## src/rtl/sqdet_pkg.sv

```systemverilog
// Shared constants and helpers for the sequence-detector event logger.
package sqdet_pkg;
  localparam int TS_W_DEF  = 16;
  localparam int CNT_W_DEF = 16;
  localparam int DEPTH_DEF = 4;

  // Counter widths up to 32 bits; the caller passes its all-ones ceiling.
  function automatic logic [31:0] sat_inc(input logic [31:0] v, input logic [31:0] maxv);
    return (v >= maxv) ? v : v + 32'd1;
  endfunction
endpackage

```

## src/rtl/ev_fifo.sv

```systemverilog
// Synchronous FIFO; a push into a full FIFO is taken only alongside a pop.
module ev_fifo #(
  parameter int W     = 16,
  parameter int DEPTH = 4
) (
  input  logic         clk,
  input  logic         clr,
  input  logic         push,
  input  logic         pop,
  input  logic [W-1:0] din,
  output logic [W-1:0] dout,
  output logic         full,
  output logic         empty
);
  localparam int AW = $clog2(DEPTH);

  logic [W-1:0]  mem [DEPTH];
  logic [AW-1:0] wp, rp;
  logic [AW:0]   cnt;
  logic          push_ok, pop_ok;

  assign full    = (cnt == (AW+1)'(DEPTH));
  assign empty   = (cnt == '0);
  assign pop_ok  = pop && !empty;
  assign push_ok = push && (!full || pop_ok);
  assign dout    = mem[rp];

  // Storage is cleared too so the head word reads 0 out of reset.
  always_ff @(posedge clk) begin
    if (clr) begin
      wp  <= '0;
      rp  <= '0;
      cnt <= '0;
      for (int i = 0; i < DEPTH; i++) mem[i] <= '0;
    end else begin
      if (push_ok) begin
        mem[wp] <= din;
        wp      <= wp + 1'b1;
      end
      if (pop_ok) rp <= rp + 1'b1;
      case ({push_ok, pop_ok})
        2'b10:   cnt <= cnt + 1'b1;
        2'b01:   cnt <= cnt - 1'b1;
        default: cnt <= cnt;
      endcase
    end
  end
endmodule

```

## src/rtl/sqdet_event_log.sv

```systemverilog
// Timestamps detector strobes into a FIFO and keeps saturating accept/drop counts.
module sqdet_event_log
  import sqdet_pkg::*;
#(
  parameter int TS_W  = TS_W_DEF,
  parameter int DEPTH = DEPTH_DEF,
  parameter int CNT_W = CNT_W_DEF
) (
  input  logic             clk,
  input  logic             rst,
  input  logic             det_in,
  input  logic             en,
  input  logic             clr,
  output logic             ev_valid,
  input  logic             ev_ready,
  output logic [TS_W-1:0]  ev_ts,
  output logic [CNT_W-1:0] det_count,
  output logic [CNT_W-1:0] drop_count,
  output logic             ovf
);
  localparam logic [31:0] CNT_MAX = 32'((64'd1 << CNT_W) - 64'd1);

  logic [TS_W-1:0] ts;
  logic            wipe, det, pop, push, drop, full, empty;

  assign wipe     = rst || clr;
  assign det      = en && det_in;
  assign ev_valid = !empty;
  assign pop      = ev_valid && ev_ready;
  // A full FIFO still takes a detection when the head leaves on the same edge.
  assign push     = det && (!full || pop);
  assign drop     = det && full && !pop;

  ev_fifo #(.W(TS_W), .DEPTH(DEPTH)) u_fifo (
    .clk   (clk),
    .clr   (wipe),
    .push  (push),
    .pop   (pop),
    .din   (ts),
    .dout  (ev_ts),
    .full  (full),
    .empty (empty)
  );

  always_ff @(posedge clk) begin
    if (wipe) begin
      ts         <= '0;
      det_count  <= '0;
      drop_count <= '0;
      ovf        <= 1'b0;
    end else begin
      ts <= ts + 1'b1;
      if (push) det_count <= CNT_W'(sat_inc(32'(det_count), CNT_MAX));
      if (drop) begin
        drop_count <= CNT_W'(sat_inc(32'(drop_count), CNT_MAX));
        ovf        <= 1'b1;
      end
    end
  end
endmodule
```

## config.mk

```make
export PLATFORM = sky130hd
export DESIGN_NAME = sqdet_event_log
export DESIGN_NICKNAME = d
export VERILOG_FILES = /design/src/rtl/sqdet_pkg.sv /design/src/rtl/ev_fifo.sv /design/src/rtl/sqdet_event_log.sv
export SDC_FILE = /design/constraint.sdc
export NUM_CORES = 1
export LEC_CHECK = 0
export ABC_CLOCK_PERIOD_IN_PS = 3140
export CAP_MARGIN = 40
export CORE_MARGIN = 4
export CORE_UTILIZATION = 52
export CTS_CLUSTER_SIZE = 10
export DETAILED_ROUTE_END_ITERATION = 7
export GPL_TIMING_DRIVEN = 0
export PLACE_DENSITY = 0.74
export SLEW_MARGIN = 40
export SYNTH_ARGS = -nofsm -noshare
export SYNTH_HDL_FRONTEND = slang
export SYNTH_HIERARCHICAL = 1
export SYNTH_SLANG_ARGS = --single-unit
export TNS_END_PERCENT = 50
```

## constraint.sdc

```tcl
create_clock -name clk -period 3.14 [get_ports clk]
set_input_delay 0.628 -clock clk [delete_from_list [all_inputs] [get_ports clk]]
set_output_delay 0.628 -clock clk [all_outputs]
set_load 0.02 [all_outputs]
```

# Yosys cells after proc, flatten, opt, wreduce, memory -nomap -nowiden
# Memory sizes are Yosys's and may differ from the RTL's. A register that Yosys moved wholly into a read port is not among the register bits.
# Index checks and enable logic that the tools add are counted.
# totals
register_bits	56
ram_bits	64
input_bits	6
output_inout_bits	50
wordCells	51
n_memories	1
# memory_table
memory	words	word_bits	rd	rd_clocked_by_memory_dff	wr	line	rtl
u_fifo.mem	4	16	1	1	4	ev_fifo.sv:17	logic [W-1:0] mem [DEPTH];
# op_classes
n_addsub	7
n_lt_le_gt_ge	2
n_eq_ne	3
n_mux	11
bitwise	2
n_reduce_logical	18
# op_table
cell	n
$add 16x1->16 const B	3
$ge 16x16->1 const B	2
$mux 16	1
$reduce_or 16->1	1
$logic_and 1x1->1	7
$mux 1	6
$mux 2	3
$pmux 3 s2	1
$add 2x1->2 const B	2
$reduce_and 2->1	2
$add 3x1->3 const B	1
$eq 3x3->1 const B	1
$logic_not 1->1	3
$logic_not 3->1	1
$logic_or 1x1->1	3
$sub 3x1->3 const B	1
$eq 2x1->1 const B	1
$eq 2x2->1 const B	1
$not 1->1	2
$reduce_bool 2->1	1

# Longest topological paths before layout
# depth
word_depth	11
ltp_mapped	13
depth_no_buf	12

# By module
# Netlist, hierarchy kept.
# by_module_without_submodules
module	n_inst	cells_per_inst	area_per_inst_um2	seq_area_each_um2
ev_fifo	1	207	3238.1	2102.0
sqdet_event_log	1	289	2463.6	980.9

# Worst setup path after synthesis
# No wires, ideal clock.
# synth_timing
path_type	register -> register
startpoint	register u_fifo.cnt[0]
endpoint	memory u_fifo.mem[1][0], enable pin
setup_ns	0.414
arrival_time_ns	2.689
t_required_ns	2.726
path_slack_ns	0.037
stages_incl_launch_ff	9
path_buffers	1
synth_period_minus_slack_ns	3.103
path_cell_list	dfxtp_1 inv_1 and3_1 inv_1 o21ai_0 clkbuf_1 inv_1 nand2_1 o31ai_1
# synth_lines
item	line	rtl
start, declared	ev_fifo.sv:19	logic [AW:0] cnt;
start signal, assigned	ev_fifo.sv:42	2'b10: cnt <= cnt + 1'b1;
start signal, assigned	ev_fifo.sv:43	2'b01: cnt <= cnt - 1'b1;
start signal, assigned	ev_fifo.sv:44	default: cnt <= cnt;
end, declared	ev_fifo.sv:17	

==> flow_summary.toml <==
[run_status]
status = "finished, final reports clean"

[global_routing]
overflow = 0
grt_pass1_vias = 4355
antenna_found_initial = 0
grt_pass1_wl_mm = 21.7
grt_usage_pct = 21.4
grt_max_degree = 17

[die]
die_h_um = 113
io_pins = 56
dieArea_sq_um = 12700
die_x_um = 113
num_rows = 37
core_sq_um = 10500
start_util_pct = 54.3

[layout]
antenna_cells = 0
nNetsFinal = 585
areaGrowthSynthToFinish_pct = 25.0
fin_area_sq_um = 7130
drive_gt1_share_pct = 14.3
fillers = 784

[clock_network]
numCtsBuffers = 17
path_clk_slew_ns = 0.06
cts_sinks = 122
htreeDepth = 4
cts_tree = "done"
cts_hold_buf = 0
clock-root-buffer = "clkbuf_8"
clk_latency_ns = 0.52
max-clock-path-buffers = 2

[placed_design]
place.gp.congestion = 0.852
pre_cts_ws_ns = -1.03
hpwl_mm = 8.81
portBuffers = 55
place_area_sq_um = 6460

[pwr]
ir_drop_uv = 297
power_density_nw_per_um2 = 530
leakage_uw = 0.00244

[route]
drt_iter0_drc = 220
drc = 0
wl_mm = 12.8
vias_per_cell = 5.88
vias = 4250
wire_per_inst_um = 17.7
antenna_left = 0
drt_pass1_iterations = 4

[critical_path]
cp_max_fo = 10
crit_type = "flop to output pin"
end_kind = "output pin"
worst_ep_arrival_time_ns = 2.36
start_kind = "flop"
cp.required_ns = 2.51

[synthesis]
synthTopCellsByArea = "edfxtp_1 (34%), dfxtp_1 (20%), and2_1 (7.5%)"
ys_ff_latch = 122
async_reset_ff_share_pct = 0
yosys.area.top_type_share_pct = 33.7
synthTopCellsByCount = "and2_1 (68), edfxtp_1 (64), dfxtp_1 (58)"
synthesis.area_sq_um = 5700
synth_cell_type_count = 51
syn_avg_cell_area_sq_um = 11.5
yosysWarnings = 6
yosysTopAreaCell = "edfxtp_1"
synthCells = 496
synth-main-ff-cell = "edfxtp_1"
syn-num-nets = 507
synth_edf_count = 64
yosysMostFrequentCell = "and2_1"
seq_area_frac_synth_pct = 54.1

[timing]
finClkSkew_ns = 0.00761
hold_ws_ns = 0.484
hold_violations = 0
tightest_slew_ns = 0.603
rsz0062_at_grt = "false"
fmax_mhz = 335
setup_tns_ns = 0
setup_ws_ns = 0.152
maxSlewHeadroom_pct = 59.6
period_minus_slack_ns = 2.99
min_period_over_period_pct = 95.2
setup_viol = 0
slew_viol_final = 0

[hold_path]
worstHoldPathType = "flop to flop"

[job]
maxCapViolCount = 0
-- layout make-up --
cell class                      count  area (sq um)  share of cell area [%]
Tap cell                          136           170                    2.39
Multi-Input combinational cell    339          2520                    35.3
Clock buffer                       17           414                    5.81
Sequential cell                   122          3080                    43.2
Buffer                             20           120                    1.68
Clock inverter                     15           178                    2.49
Timing Repair Buffer               60           592                    8.30
Inverter                           14          55.1                   0.772
-- routing by layer --
layer / vias up / routed length [um] / GRT usage (%)
met5: - / 0 / 0
met4: 0 / 174 / 7.93
met3: 17 / 696 / 5.24
met2: 128 / 6600 / 37.3
met1: 2056 / 5300 / 25.7
li1: 2049 / - / -
-- worst max-delay path: stages, from the launching register on --
cell and delay [ns]:
dfxtp_1 0.32, clkbuf_4 0.23, buf_6 0.21, mux4_2 0.53, clkdlybuf4s50_1 0.56
-- cells by family after synthesis --
| group | after synthesis | synth area share [%] |
|---|---|---|
| and+or+nand+nor | 224 | 24.2 |
| DFF | 122 | 54.1 |
| AOI/OAI and AO/OA | 76 | 8.38 |
| buffers and inverters | 35 | 2.83 |
| muxes | 22 | 7.40 |
| xor gates and xnor gates | 12 | 1.84 |
| adders and majority gates | 5 | 1.23 |
-- final timing paths --
path / cells after the start / to / slack (ns) / startpoint
max: 4 / ev_ts[9] / 0.15 / flop
min: 2 / ovf / 0.48 / ovf
max reg2reg: 10 / u_fifo/mem[1][6] / 0.23 / u_fifo/cnt[0]
min reg2reg: 2 / ovf / 0.48 / ovf
-- state kept, by name, summed over array words and instances (netlist names), named ones only --
register / count
u_fifo/rp: 2
ts: 16
u_fifo/wp: 2
det_count: 16
u_fifo/mem: 64
drop_count: 16
u_fifo/cnt: 3
ovf: 1
-- layout by cell type (no fill, tap or decap), types with 3 or more instances in the layout --
master and count:
xor2_1 6, and2_1 68, mux2i_1 5, o311ai_0 3, bufinv_16 3, o41ai_1 3, o31ai_1 17, nand2_1 31
and3_1 5, nor2_1 23, buf_6 4, clkbuf_16 16, nor4b_4 3, nand4_1 16, clkinv_4 3, inv_1 12
nor3_1 5, clkbuf_1 6, xnor2_1 6, dfxtp_1 58, clkbuf_2 3, and4_1 8, clkinvlp_4 7, edfxtp_1 64
buf_2 5, nor4_1 9, or3_1 16, ha_1 4, or4_1 16, clkdlybuf4s50_1 55, buf_4 4, nand3_1 11
o21ai_0 12, a21oi_1 29, mux4_2 16
-- what timing repair did --
| item | 4_1_cts | 5_1_grt |
|---|---|---|
| buffers inserted | 1 | 3 |
| resized for setup | 11 | 10 |
| setup endpoints to repair | 86 | 47 |
| gates cloned | 0 | 0 |
| hold endpoints to repair | 0 | 0 |
| pin swaps | 1 | 2 |
-- where the power goes --
group | total, uW | switching [uW] | internal [uW]
clock | 1910 | 711 | 1200
combinational | 135 | 80.4 | 54.8
sequential | 1730 | 15.4 | 1710
-- per-stage QoR --
stage,utilization (%),std cells,power (uW)
CTS,67.4,720,3810
finish,67.8,723,3780
detailed placement,61.5,688,1890
global route,67.8,723,3910
floorplan,-,496,1830
global placement,61.1,687,1880
Power figures use the tool's default switching activity.
